<file path="src/rtl/urv_arb_pkg.sv">
// Shared types and constants for the uRV memory arbiter.
// MMIO addresses are decoded only when URV_ARB_MMIO_EN is defined.
package urv_arb_pkg;

   typedef enum logic [1:0] {
      S_IDLE,
      S_FETCH,
      S_LOAD,
      S_STORE
   } arb_state_t;

   localparam logic [31:0] MMIO_CONSOLE_ADDR   = 32'h0010_0000;
   localparam logic [31:0] MMIO_TEST_DONE_ADDR = 32'h0010_0004;

   typedef struct packed {
      logic [31:0] addr;
      logic [31:0] wdata;
      logic [3:0]  sel;
      logic        is_store;
   } arb_req_t;

   function automatic logic is_mmio(input logic [31:0] addr);
      return (addr == MMIO_CONSOLE_ADDR) || (addr == MMIO_TEST_DONE_ADDR);
   endfunction

endpackage

</file>
<file path="src/rtl/urv_mem_arbiter_if.sv">
// Single-port RAM bus between the arbiter (master) and the RAM (slave).
interface urv_mem_arbiter_if #(
   parameter int AW = 14
);
   logic [AW-1:0] mem_addr_o;
   logic [3:0]    mem_we_o;
   logic [31:0]   mem_wdata_o;
   logic [31:0]   mem_rdata_i;

   modport master (output mem_addr_o, output mem_we_o, output mem_wdata_o, input mem_rdata_i);
   modport slave  (input mem_addr_o, input mem_we_o, input mem_wdata_o, output mem_rdata_i);
endinterface

</file>
<file path="src/rtl/urv_arb_req_buf.sv">
// One-entry holding buffer for a data request that arrives while the arbiter is busy.
// A push while already full is dropped.
module urv_arb_req_buf
   import urv_arb_pkg::*;
(
   input  logic     clk_i,
   input  logic     rst_n_i,
   input  logic     push_i,
   input  arb_req_t push_req_i,
   input  logic     pop_i,
   output logic     valid_o,
   output arb_req_t req_o
);

   logic     valid_q;
   arb_req_t req_q;

   always_ff @(posedge clk_i or negedge rst_n_i) begin
      if (!rst_n_i) begin
         valid_q <= 1'b0;
         req_q   <= '0;
      end else if (push_i && !valid_q) begin
         valid_q <= 1'b1;
         req_q   <= push_req_i;
      end else if (pop_i) begin
         valid_q <= 1'b0;
      end
   end

   assign valid_o = valid_q;
   assign req_o   = req_q;

endmodule

</file>
<file path="src/rtl/urv_mem_arbiter.sv">
// Arbitrates one single-port RAM between uRV instruction fetch and data accesses.
// Optional MMIO console/test-done registers are enabled by URV_ARB_MMIO_EN.
module urv_mem_arbiter
   import urv_arb_pkg::*;
#(
   parameter  int g_mem_words = 16384,
   localparam int AW          = $clog2(g_mem_words)
) (
   input  logic                     clk_i,
   input  logic                     rst_n_i,
   input  logic [31:0]              im_addr_i,
   output logic [31:0]              im_data_o,
   output logic                     im_valid_o,
   input  logic [31:0]              dm_addr_i,
   input  logic [31:0]              dm_data_s_i,
   input  logic [3:0]               dm_data_select_i,
   input  logic                     dm_store_i,
   input  logic                     dm_load_i,
   output logic [31:0]              dm_data_l_o,
   output logic                     dm_load_done_o,
   output logic                     dm_store_done_o,
   output logic                     dm_ready_o,
   urv_mem_arbiter_if.master        mem,
   output logic                     console_valid_o,
   output logic [7:0]               console_data_o,
   output logic                     test_done_o
);

   arb_state_t state_q, state_d;
   arb_req_t   grant_req, buf_req, push_req;
   logic       grant_data, buf_valid, buf_push, buf_pop;
   logic       issue, mmio_hit;
   logic [31:0] ld_value, ld_data_q;
   logic       unused_addr_bits;

   // Buffered request wins, then live store, then live load, else fetch.
   always_comb begin
      grant_req  = '0;
      grant_data = 1'b0;
      if (buf_valid) begin
         grant_req  = buf_req;
         grant_data = 1'b1;
      end else if (dm_store_i) begin
         grant_req  = '{addr: dm_addr_i, wdata: dm_data_s_i, sel: dm_data_select_i, is_store: 1'b1};
         grant_data = 1'b1;
      end else if (dm_load_i) begin
         grant_req  = '{addr: dm_addr_i, wdata: dm_data_s_i, sel: dm_data_select_i, is_store: 1'b0};
         grant_data = 1'b1;
      end else begin
         grant_req.addr = im_addr_i;
      end
   end

   always_comb begin
      state_d = S_IDLE;
      if (state_q == S_IDLE) begin
         if (!grant_data)             state_d = S_FETCH;
         else if (grant_req.is_store) state_d = S_STORE;
         else                         state_d = S_LOAD;
      end
   end

   always_ff @(posedge clk_i or negedge rst_n_i) begin
      if (!rst_n_i) begin
         state_q   <= S_IDLE;
         ld_data_q <= '0;
      end else begin
         state_q <= state_d;
         if (state_q == S_LOAD) ld_data_q <= ld_value;
      end
   end

   // A store+load pair is recorded as a store; the load half is discarded.
   assign push_req = '{addr: dm_addr_i, wdata: dm_data_s_i, sel: dm_data_select_i, is_store: dm_store_i};
   assign buf_push = (state_q != S_IDLE) && (dm_store_i || dm_load_i);
   assign buf_pop  = (state_q == S_IDLE) && buf_valid;

   urv_arb_req_buf u_req_buf (
      .clk_i      (clk_i),
      .rst_n_i    (rst_n_i),
      .push_i     (buf_push),
      .push_req_i (push_req),
      .pop_i      (buf_pop),
      .valid_o    (buf_valid),
      .req_o      (buf_req)
   );

   // Gating with rst_n_i keeps the RAM bus quiet the instant reset asserts.
   assign issue           = rst_n_i && (state_q == S_IDLE);
   assign mem.mem_addr_o  = issue ? grant_req.addr[AW+1:2] : '0;
   assign mem.mem_we_o    = (issue && grant_data && grant_req.is_store && !mmio_hit) ? grant_req.sel : 4'b0;
   assign mem.mem_wdata_o = (issue && grant_data && grant_req.is_store) ? grant_req.wdata : '0;

   assign im_valid_o      = (state_q == S_FETCH);
   assign im_data_o       = (state_q == S_FETCH) ? mem.mem_rdata_i : '0;
   assign dm_load_done_o  = (state_q == S_LOAD);
   assign dm_store_done_o = (state_q == S_STORE);
   assign dm_data_l_o     = (state_q == S_LOAD) ? ld_value : ld_data_q;
   assign dm_ready_o      = issue && !buf_valid;

`ifdef URV_ARB_MMIO_EN
   logic       console_valid_q, test_done_q, mmio_ld_q, store_issue;
   logic [7:0] console_data_q;

   assign mmio_hit    = grant_data && is_mmio(grant_req.addr);
   assign store_issue = issue && grant_data && grant_req.is_store;

   always_ff @(posedge clk_i or negedge rst_n_i) begin
      if (!rst_n_i) begin
         console_valid_q <= 1'b0;
         console_data_q  <= '0;
         test_done_q     <= 1'b0;
         mmio_ld_q       <= 1'b0;
      end else begin
         console_valid_q <= store_issue && (grant_req.addr == MMIO_CONSOLE_ADDR);
         if (store_issue && (grant_req.addr == MMIO_CONSOLE_ADDR))
            console_data_q <= grant_req.wdata[7:0];
         if (store_issue && (grant_req.addr == MMIO_TEST_DONE_ADDR))
            test_done_q <= 1'b1;
         mmio_ld_q <= issue && grant_data && !grant_req.is_store && mmio_hit;
      end
   end

   assign ld_value        = mmio_ld_q ? '0 : mem.mem_rdata_i;
   assign console_valid_o = console_valid_q;
   assign console_data_o  = console_data_q;
   assign test_done_o     = test_done_q;
`else
   assign mmio_hit        = 1'b0;
   assign ld_value        = mem.mem_rdata_i;
   assign console_valid_o = 1'b0;
   assign console_data_o  = '0;
   assign test_done_o     = 1'b0;
`endif

   assign unused_addr_bits = ^{grant_req.addr[31:AW+2], grant_req.addr[1:0]};

endmodule

</file>
<file path="src/flat_wrapper.sv">
// flat-port wrapper written by rule: the top's interface ports become plain ports
module urv_mem_arbiter_flat import urv_arb_pkg::*;
#(
   parameter  int g_mem_words = 16384,
   localparam int AW          = $clog2(g_mem_words)
)
  (clk_i, rst_n_i, im_addr_i, im_data_o, im_valid_o, dm_addr_i, dm_data_s_i, dm_data_select_i, dm_store_i, dm_load_i, dm_data_l_o, dm_load_done_o, dm_store_done_o, dm_ready_o, console_valid_o, console_data_o, test_done_o, mem_mem_addr_o, mem_mem_we_o, mem_mem_wdata_o, mem_mem_rdata_i);
  urv_mem_arbiter_if mem_i ();
  input  logic clk_i;
  input  logic rst_n_i;
  input  logic [31:0] im_addr_i;
  output logic [31:0] im_data_o;
  output logic im_valid_o;
  input  logic [31:0] dm_addr_i;
  input  logic [31:0] dm_data_s_i;
  input  logic [3:0] dm_data_select_i;
  input  logic dm_store_i;
  input  logic dm_load_i;
  output logic [31:0] dm_data_l_o;
  output logic dm_load_done_o;
  output logic dm_store_done_o;
  output logic dm_ready_o;
  output logic console_valid_o;
  output logic [7:0] console_data_o;
  output logic test_done_o;
  output wire logic [$bits(mem_i.mem_addr_o)-1:0] mem_mem_addr_o;
  output wire logic [$bits(mem_i.mem_we_o)-1:0] mem_mem_we_o;
  output wire logic [$bits(mem_i.mem_wdata_o)-1:0] mem_mem_wdata_o;
  input wire logic [$bits(mem_i.mem_rdata_i)-1:0] mem_mem_rdata_i;
  assign mem_mem_addr_o = mem_i.mem_addr_o;
  assign mem_mem_we_o = mem_i.mem_we_o;
  assign mem_mem_wdata_o = mem_i.mem_wdata_o;
  assign mem_i.mem_rdata_i = mem_mem_rdata_i;
  urv_mem_arbiter #(.g_mem_words(g_mem_words)) u_core (.clk_i(clk_i), .rst_n_i(rst_n_i), .im_addr_i(im_addr_i), .im_data_o(im_data_o), .im_valid_o(im_valid_o), .dm_addr_i(dm_addr_i), .dm_data_s_i(dm_data_s_i), .dm_data_select_i(dm_data_select_i), .dm_store_i(dm_store_i), .dm_load_i(dm_load_i), .dm_data_l_o(dm_data_l_o), .dm_load_done_o(dm_load_done_o), .dm_store_done_o(dm_store_done_o), .dm_ready_o(dm_ready_o), .mem(mem_i), .console_valid_o(console_valid_o), .console_data_o(console_data_o), .test_done_o(test_done_o));
endmodule
</file>
<file path="config.mk">
export PLATFORM = sky130hd
export DESIGN_NAME = urv_mem_arbiter_flat
export DESIGN_NICKNAME = d
export VERILOG_FILES = /design/src/rtl/urv_arb_pkg.sv /design/src/rtl/urv_mem_arbiter_if.sv /design/src/rtl/urv_arb_req_buf.sv /design/src/rtl/urv_mem_arbiter.sv /design/src/flat_wrapper.sv
export SDC_FILE = /design/constraint.sdc
export NUM_CORES = 1
export LEC_CHECK = 0
export CAP_MARGIN = 20
export CORE_UTILIZATION = 41
export DETAILED_ROUTE_END_ITERATION = 6
export GPL_TIMING_DRIVEN = 0
export PLACE_DENSITY = 0.93
export SYNTH_ARGS = -nofsm -noshare
export SYNTH_HDL_FRONTEND = slang
export SYNTH_SLANG_ARGS = --single-unit
</file>
<file path="constraint.sdc">
create_clock -name clk_i -period 3.6 [get_ports clk_i]
set_clock_uncertainty 0.2 [all_clocks]
set_input_delay 0.72 -clock clk_i [delete_from_list [all_inputs] [get_ports clk_i]]
set_output_delay 0.72 -clock clk_i [all_outputs]
set_load 0.1 [all_outputs]
</file>
; Yosys cells after proc, flatten, opt, wreduce, memory -nomap -nowiden
; Index checks and enable logic that the tools add are counted.
[classes]
eq_ne = 3
mux = 17
reduce_logical = 12
[op_table]
columns = cell, n
row1 = $mux W53, 2
row2 = $mux W32, 3
row3 = $mux W37, 1
row4 = $mux W16, 1
row5 = $mux W14, 1
row6 = $logic_and A1 B1 Y1, 7
row7 = $mux W1, 6
row8 = $eq A2 B2 Y1 const B, 2
row9 = $mux W2, 2
row10 = $mux W4, 1
row11 = $reduce_bool A2 Y1, 2
row12 = $eq A2 B1 Y1 const B, 1
row13 = $logic_not A2 Y1, 1
row14 = $logic_not A1 Y1, 1
row15 = $logic_or A1 B1 Y1, 1
[word_totals]
reg_bits = 88
in_bits = 136
output_inout_bits = 128
elab_cells = 39

; Depth between registers and ports, before layout
; Gate-level depths: netlist of the first run.
[logic_depth]
word_depth = 6
depth_mapped = 6
depth_no_buf = 3

; Hierarchy
; Synthesis of the first run repeated with hierarchy kept, for this count alone.
[unflattened]
cells_unflattened = 412
area_unflattened_um2 = 5252.5
[by_module_without_submodules]
columns = mod, n_inst, cells_each, area_per_inst_um2, seq_area_each_um2
row1 = urv_arb_req_buf, 1, 150, 2652.5, 1751.7
row2 = urv_mem_arbiter, 1, 262, 2600.0, 850.8

; Worst setup path after synthesis of the first run
; Ideal clock, no wire load.
[synth_timing]
path_kind = input-to-output
from = input port dm_load_i
to = output port mem_mem_addr_o[10]
arrival_time_ns = 3.778
required_time_ns = 2.680
path_slack_ns = -1.098
path_stages = 5
path_buffers = 2
path_cell_list = buf_4 -> nor2_4 -> buf_2 -> nand2_1 -> a311oi_1
[synth_between]
elab_chain_len = 4
[synth_lines]
columns = item, line_no
row1 = "start, declared", flat_wrapper.sv:18  ; input logic dm_load_i;
row2 = $mux W16, urv_mem_arbiter.sv:46  ; end else if (dm_load_i) begin
row3 = $mux W53, urv_mem_arbiter.sv:43  ; end else if (dm_store_i) begin
row4 = $mux W53, urv_mem_arbiter.sv:40  ; if (buf_valid) begin
row5 = $mux W14, urv_mem_arbiter.sv:90  ; assign mem.mem_addr_o = issue ? grant_req.addr[AW+1:2] : '0;
row6 = "end, declared", flat_wrapper.sv:26  ; output wire logic [$bits(mem_i.mem_addr_o)-1:0] mem_mem_addr_o;
; No other way between the ends.

; Worst setup path in the final report of the first run
[layout_timing]
from = input port dm_store_i
to = output port mem_mem_wdata_o[12]
[layout_between]
elab_chain_len = 5
elab_cells_between_ends = 7
cone_classes = 5 x mux / 2 x reduce/logical
[layout_lines]
columns = item, line_no
row1 = "start, declared", flat_wrapper.sv:17  ; input logic dm_store_i;
row2 = $mux W1, urv_mem_arbiter.sv:43
row3 = $mux W1, urv_mem_arbiter.sv:40
row4 = $logic_and A1 B1 Y1 (2 in a row), urv_mem_arbiter.sv:92  ; assign mem.mem_wdata_o = (issue && grant_data && grant_req.is_store) ? grant_req.wdata : '0;
row5 = $mux W32 *, urv_mem_arbiter.sv:92
row6 = "end, declared", flat_wrapper.sv:28  ; output wire logic [$bits(mem_i.mem_wdata_o)-1:0] mem_mem_wdata_o;
; Every way passes the cells marked *; elsewhere a longest branch is shown, timed or not.

==> results of run 1 <==
[registers in the layout (all words and copies together) (netlist names)]
register and flops:
u_core.ld_data_q 32, u_core.state_q 2, u_core.u_req_buf.req_o 51, u_core.u_req_buf.valid_o 1
[metrics by stage]
step / std cells / hold WS, ns / setup slack [ns] / instance area, µm² / setup TNS (ns)
2_1_floorplan: 400 / 0.224 / -0.0660 / 4600 / -0.0734
3_3_place_gp: 752 / 0.268 / -4.79 / 6940 / -338.06
3_5_place_dp: 753 / 0.280 / -1.32 / 6960 / -41.44
4_1_cts: 769 / 0.0810 / 0.00930 / 6960 / 0
5_1_grt: 769 / 0.0940 / 0.00112 / 6880 / 0
6_report: 769 / 0.0731 / 0.0898 / 6880 / 0
[cell usage in the layout (no fill, tap or decap), types with 10 or more instances in the layout]
master / count
a22oi_1: 36
and2_1: 33
buf_2: 22
buf_4: 36
buf_6: 20
clkbuf_1: 10
clkbuf_2: 29
clkbuf_8: 10
clkdlybuf4s50_1: 102
conb_1: 10
dfrtp_1: 86
dlygate4sd2_1: 30
mux2_2: 75
nand2_1: 13
nor2_1: 51
o21ai_0: 14
[worst max-delay path: stages]
cell	delay, ns
clkdlybuf4s50_1	0.52
buf_2	0.24
o21ba_2	0.15
buf_2	0.18
buf_2	0.25
a22oi_1	0.10
nor2_1	0.17
buf_6	0.25
[timing repair]
item / CTS / global route
resized for setup: 340 / 92
endpoints found under the setup margin: 110 / 56
pin swaps: 0 / 0
hold buffers: 0 / 0
[area by class of cell]
cell class,instances,share of cell area
multi-input combinational,269,0.318
buffer,42,0.0385
timing repair buffer,217,0.280
sequential,86,0.313
tap,136,0.0247
clock inverter,4,0.00327
clock buffer,12,0.0211
inverter,3,0.00164
[metal layers]
layer,vias up,share of wire,track usage
met1,1909,0.38,0.264
li1,1826,-,-
met2,183,0.52,0.446
met5,-,0,0
met4,0,0.022,0.0865
met3,21,0.081,0.0538
[final timing paths]
| kind | end | slack [ns] | cells after the start |
|---|---|---|---|
| max | mem_mem_wdata_o[12] | 0.09 | 8 |
| max in group asynchronous | u_core.ld_data_q[23] | 2.55 | 2 |
| max reg2reg | u_core.state_q[0] | 1.57 | 4 |
| min in group clk_i | u_core.ld_data_q[12] | 0.30 | 1 |
| min | u_core.u_req_buf.req_o[28] | 0.07 | 1 |
| min reg2reg | u_core.ld_data_q[12] | 0.30 | 1 |
[logic make-up (layout without fill, tap and decap cells)]
group | after synthesis | after routing
simple gates | 108 | 108
flops | 86 | 86
other cells | 1 | 10
mux | 84 | 84
compound gates | 67 | 67
buf+inv | 45 | 278
==> results.json, run 1 <==
{
  "status": "finished clean",
  "synth_fa_ha_area_frac": 0,
  "diodes": 0,
  "finalSetupViolCount": 0,
  "num-nets-final": 764,
  "syn_avg_cell_area_um2": 11.2,
  "fin_crit_sh": 0.975,
  "track_usage": 0.239,
  "antenna_found_initial": 0,
  "synthMuxAreaShare": 0.216,
  "grt_start_max_net_pins": 49,
  "yosys.cell_count.top_type": "dfrtp_1",
  "final_core_util": 0.667,
  "synth_compound_area_frac": 0.111,
  "wl_um": 13200,
  "critical_path_arrival_ns": 2.59,
  "synth_edf_count": 0,
  "hpwlAfterDp_um": 10300,
  "first_pass_iters": 4,
  "clkTransAtPathRegs_ns": 0.08,
  "postCtsSetupBuffers": 0,
  "area_growth_pct": 57.0,
  "hold_viol_final": 0,
  "synth-xor-area-share": 0,
  "grt_pass1_vias": 4220,
  "port_buffers": 216,
  "floorplan.die.height_um": 105,
  "grt-ovfl-total": 0,
  "synth-simple-area-share": 0.120,
  "synth_area_leader_cell": "dfrtp_1",
  "crit_type": "input pin to output pin",
  "drc_errors": 0,
  "ys_ff_latch": 86,
  "clockBufferDepth": 2,
  "fin_crit_ns": 3.51,
  "num-fill-cells": 806,
  "cts_tree": "yes",
  "synthCells": 391,
  "drive_gt1_frac": 0.355,
  "start_util": 0.425,
  "endpoint_kind": "output pin",
  "multiInputGateArea_um2": 2190,
  "num_vias": 3939,
  "drv_slew": 0,
  "synth_seq_area_share": 0.491,
  "rsz0062_at_grt": "no",
  "cp-startpoint": "dm_store_i",
  "clock-root-buffer": "clkbuf_8",
  "holdCritPathClass": "input pin to asynchronous set/reset pin",
  "ant_nets": 0,
  "synth_top_family_by_area": "multiplexers",
  "worstMarginPinSlew_ns": 1.03,
  "gp_congestion": 0.857,
  "clk_latency_ns": 0.34,
  "numCtsBuffers": 9,
  "worstSetupStartpointType": "input pin",
  "rr_startpoint": "u_core.u_req_buf.valid_o",
  "wire_per_inst_um": 17.2,
  "regArea_um2": 2150,
  "dieArea_um2": 11100,
  "std_cell_rows": 37,
  "first_iter_violations": 137,
  "core-area_um2": 10300,
  "yosys-top-cells-area": "dfrtp_1 (49%), mux2_2 (19%), a22oi_1 (6.2%)",
  "ys_warn_count": 0,
  "worstPathRequired_ns": 2.68,
  "synth_area_um2": 4380,
  "grt_pass1_wl_um": 20900,
  "htree_num_levels": 3,
  "ys.flop_type": "dfrtp_1",
  "synth_top_area_frac": 0.491,
  "async_flop_share": 1.00,
  "clock.fmax_ghz": 0.285,
  "cap_viol_max_count": 0,
  "ys_types": 28,
  "relSlewSlack": 0.311,
  "cp_max_fo": 10,
  "via_per_inst": 5.12,
  "synthTopCellsByCount": "dfrtp_1 (86), mux2_2 (75), nor2_1 (51)",
  "ios": 264,
  "cts_num_sinks": 86,
  "fp.dieW_um": 105
}
Power of run 1 is not shown: default switching activity piles up to over one toggle a cycle in this logic, so the estimate is an artifact.
==> run 2: changes to the inputs <==
Settings changed: CAP_MARGIN 20 to not set, CORE_UTILIZATION 41 to 34, PLACE_DENSITY 0.93 to 0.83, SKIP_CTS_REPAIR_TIMING set to 1.
Clock period 3.6 ns to 2.9 ns, I/O delays scaled along.
==> run 2 against run 1 <==
Net effect:
- the flow now finishes with violations (negative hold slack, negative setup slack)
- non-clock buffer count rose by 1
- wire length is 4.4% higher
- setup slack got worse by 0.15 ns
- register-to-register slack got worse by 0.51 ns
- via count grew 0.91%
- hold slack lost 0.076 ns
- critical path depth is 3 lower
- flip-flop and latch count is the same
==> results.json, run 2 (synthesis results as in run 1) <==
{
  "track_usage": 0.205,
  "num-fill-cells": 1124,
  "first_iter_violations": 202,
  "final_cell_area_um2": 7220,
  "worstMarginPinSlew_ns": 0.982,
  "grt_pass1_wl_um": 20700,
  "gp_congestion": 0.774,
  "rr_startpoint": "u_core.u_req_buf.valid_o",
  "wl_met3_um": 1110,
  "clkTransAtPathRegs_ns": 0.06,
  "grt_pass1_vias": 4068,
  "dr.max_layer_used": "met4",
  "clock-root-buffer": "clkbuf_16",
  "hold_ws_ns": -0.00266,
  "clk_latency_ns": 0.34,
  "wl_um": 13800,
  "dr_wl_met2_um": 7260,
  "start_util": 0.347,
  "drc_errors": 0,
  "r2r_slack_ns": 1.06,
  "dieArea_um2": 13300,
  "cp-startpoint": "u_core.state_q[0]",
  "first_pass_iters": 6,
  "placed_cell_area_um2": 7120,
  "r2r-end": "u_core.u_req_buf.req_o[41]",
  "worstSetupStartpointType": "register",
  "status": "finished, violations left",
  "cap_viol_max_count": 0,
  "clock.fmax_ghz": 0.337,
  "hpwlAfterDp_um": 10500,
  "cp_max_fo": 10,
  "fin_crit_sh": 1.02,
  "endpoint_kind": "output pin",
  "critical_path_arrival_ns": 2.18,
  "relSlewSlack": 0.344,
  "clockBufferDepth": 2,
  "drive_gt1_frac": 0.449,
  "holdCritPathClass": "input pin to asynchronous set/reset pin",
  "area_growth_pct": 64.7,
  "drv_slew": 0,
  "core-area_um2": 12600,
  "antenna_found_initial": 0,
  "ant_nets": 0,
  "wl_met1_um": 5280,
  "numCtsBuffers": 9,
  "multiInputGateArea_um2": 2310,
  "final_cell_mix": "clkdlybuf4s50_1 (96), dfrtp_1 (86), mux2_2 (75), buf_2 (38), a22oi_1 (36)",
  "port_buffers": 216,
  "num_vias": 3975,
  "fin_crit_ns": 2.96,
  "finalNonFillerCells": 805,
  "final_common_cell": "clkdlybuf4s50_1",
  "num-nets-final": 765,
  "post-place-cells": 789,
  "fp.dieW_um": 116,
  "std_cell_rows": 41,
  "cts_tree": "yes",
  "regArea_um2": 2150,
  "worstPathRequired_ns": 2.12,
  "largest_reg_flops": 51,
  "via_per_inst": 4.94,
  "ios": 264,
  "crit_type": "register to output pin",
  "hold_viol_final": 2,
  "htree_num_levels": 3,
  "finalSetupViolCount": 6,
  "rr_worst_depth": 4,
  "rsz0062_at_grt": "yes",
  "timing.final.ws_setup_ns": -0.0650,
  "wire_per_inst_um": 17.2,
  "floorplan.die.height_um": 116,
  "cts_num_sinks": 86,
  "preCtsSetupSlack_ns": -1.42,
  "grt-ovfl-total": 0,
  "grt_start_max_net_pins": 46,
  "fin_setup_tns_ns": -0.137,
  "violations": "negative hold slack, negative setup slack"
}
-- run 2: cell types whose count changed in the layout (fill, tap and decap cells not counted), moves of 9 or more --
cell,before,now
clkbuf_16,0,9
buf_2,22,38
buf_6,20,31
nor2_1,51,29
nor2_2,1,23
dlygate4sd2_1,30,0
clkbuf_4,5,16
clkbuf_8,10,1
-- run 2: area by class of cell --
class / instances / area share
Multi-Input combinational cell: 269 / 0.321
Sequential cell: 86 / 0.298
Clock buffer: 12 / 0.0341
Antenna cell: 1 / 0.000347
Buffer: 41 / 0.0425
Clock inverter: 2 / 0.00139
Inverter: 3 / 0.00156
Tap cell: 172 / 0.0298
Timing Repair Buffer: 219 / 0.272
-- run 2: how the worst max path moves through the flow --
| stage | end | slack [ns] | depth (start not counted) |
|---|---|---|---|
| 6_report | mem_mem_addr_o[11] | -0.06 | 5 |
| 5_1_grt | mem_mem_addr_o[11] | -0.14 | 5 |
| 4_1_cts | mem_mem_addr_o[11] | -1.43 | 6 |
| 3_5_place_dp | mem_mem_addr_o[11] | -1.42 | 6 |
| 3_3_place_gp | mem_mem_addr_o[11] | -4.74 | 5 |
| 2_1_floorplan | mem_mem_we_o[1] | -0.41 | 6 |
-- run 2: through the flow --
stage                util  hold WS (ns)
floorplan               -        0.0844
global placement    0.563         0.268
detailed placement  0.565         0.277
CTS                 0.585        0.0696
global route        0.572        0.0112
finish              0.572      -0.00266
-- run 2: metal layers --
layer  track usage  vias up
li1              -     1836
met1         0.217     1952
met2         0.383      175
met3        0.0565       12
met4        0.0840        0
met5             0        -
-- run 2: critical path, stage by stage (launching register included) --
cell      delay [ns]
dfrtp_1         0.42
nor2_2          0.38
nand2_4         0.19
buf_4           0.28
a311oi_4        0.34
buf_12          0.22
Power of run 2 is left out for the same reason.
==> run 3: changes to the inputs <==
Settings changed: SETUP_SLACK_MARGIN set to 0.3.
==> run 3 against run 2 <==
Net effect:
- the flow now finishes without violations
- clock-buffer cell count is 2 lower
- via count increased by 3.8%
- global-route usage shrank 0.33 points
- die area did not move
- largest cell class is now buffers
- wire length rose by 12%
- sequential share of layout area decreased by 5.4 points
- first-iteration DRC count fell by 18%
- non-clock buffer count is 19 higher
- core utilization rose by 13 points
- setup slack improved by 0.23 ns
- design area rose by 22%
- hold slack improved by 0.0030 ns
==> results.json, run 3 (synthesis results as in run 1) <==
{
  "track_usage": 0.202,
  "hpwlAfterDp_um": 10400,
  "first_pass_iters": 5,
  "crit_type": "register to output pin",
  "regArea_um2": 2150,
  "relSlewSlack": 0.315,
  "fin_setup_tns_ns": 0,
  "holdCritPathClass": "input pin to asynchronous set/reset pin",
  "ios": 264,
  "std_cell_rows": 41,
  "floorplan.die.height_um": 116,
  "status": "finished clean",
  "drive_gt1_frac": 0.573,
  "critPathTopFamily": "buffers and inverters",
  "diodes": 0,
  "final_core_util": 0.700,
  "clockBufferDepth": 2,
  "wire_per_inst_um": 18.8,
  "grt_pass1_wl_um": 20700,
  "area_growth_pct": 102,
  "worstSetupStartpointType": "register",
  "critical_path_arrival_ns": 1.95,
  "cp_max_fo": 10,
  "endpoint_kind": "output pin",
  "dieArea_um2": 13300,
  "drc_errors": 0,
  "preCtsSetupSlack_ns": -1.29,
  "htree_num_levels": 3,
  "fin_crit_ns": 2.73,
  "slowest_stage": "dfrtp_1",
  "core-area_um2": 12600,
  "worstPathRequired_ns": 2.12,
  "gp_congestion": 0.750,
  "wl_um": 15500,
  "grt_pass1_vias": 4067,
  "grt-ovfl-total": 0,
  "worstMarginPinSlew_ns": 1.03,
  "numCtsBuffers": 9,
  "hold_viol_final": 0,
  "grt_start_max_net_pins": 63,
  "fin_crit_sh": 0.943,
  "final_common_cell": "clkdlybuf4s50_1",
  "ant_nets": 0,
  "num-fill-cells": 880,
  "timing.final.ws_setup_ns": 0.166,
  "clkTransAtPathRegs_ns": 0.06,
  "fp.dieW_um": 116,
  "via_per_inst": 5.00,
  "cts_tree": "yes",
  "r2r_slack_ns": 0.98,
  "multiInputGateArea_um2": 2740,
  "first_iter_violations": 165,
  "clock-root-buffer": "clkbuf_16",
  "finalSetupViolCount": 0,
  "rsz0062_at_grt": "yes",
  "drv_slew": 0,
  "crit_buf_inv": 2,
  "final_cell_mix": "clkdlybuf4s50_1 (96), dfrtp_1 (85), mux2_2 (74), buf_12 (48), buf_6 (44)",
  "slowest_delay_ns": 0.43,
  "path_cells": "nor2b_2 > clkbuf_1 > and2_1 > clkbuf_4",
  "num-nets-final": 784,
  "port_buffers": 216,
  "num_vias": 4126,
  "start_util": 0.347,
  "largest_reg_flops": 51,
  "cts_num_sinks": 86,
  "clk_latency_ns": 0.33,
  "cap_viol_max_count": 0,
  "antenna_found_initial": 0,
  "clock.fmax_ghz": 0.366
}
[run 3: stage by stage]
| step | area (µm²) | hold slack (ns) | std cells |
|---|---|---|---|
| 6_report | 8830 | 0.000362 | 825 |
| 5_1_grt | 8830 | 0.00435 | 825 |
| 4_1_cts | 7830 | -0.0364 | 805 |
| 3_5_place_dp | 7440 | 0.277 | 789 |
| 3_3_place_gp | 7420 | 0.268 | 788 |
| 2_1_floorplan | 5040 | 0.0844 | 400 |
[run 3: path summary, 6_finish.rpt]
kind                                           from  cells after the start                          to
worst min register to register  u_core.ld_data_q[0]                      1         u_core.ld_data_q[0]
min in group clk_i              u_core.ld_data_q[0]                      1         u_core.ld_data_q[0]
worst max-delay path              u_core.state_q[0]                      4                im_data_o[8]
max in group asynchronous                   rst_n_i                      3  u_core.u_req_buf.req_o[35]
worst min-delay path                        rst_n_i                      2        u_core.ld_data_q[10]
worst max register to register    u_core.state_q[0]                      5  u_core.u_req_buf.req_o[47]
[run 3: area by class of cell]
cell class	count	share of cell area
sequential	86	0.244
buffer	41	0.0533
tap	172	0.0244
clock inverter	6	0.0178
clock buffer	10	0.0259
inverter	3	0.00156
multi-input combinational	269	0.310
timing repair buffer	238	0.323
[run 3: routing by layer]
metal  part of all wire  vias to the layer above  track usage
met5                  0                        -            0
met4              0.025                        0       0.0693
met3              0.065                       29       0.0492
met2               0.53                      159        0.374
met1               0.38                     2059        0.225
li1                   -                     1879            -
Power of run 3 is left out for the same reason.
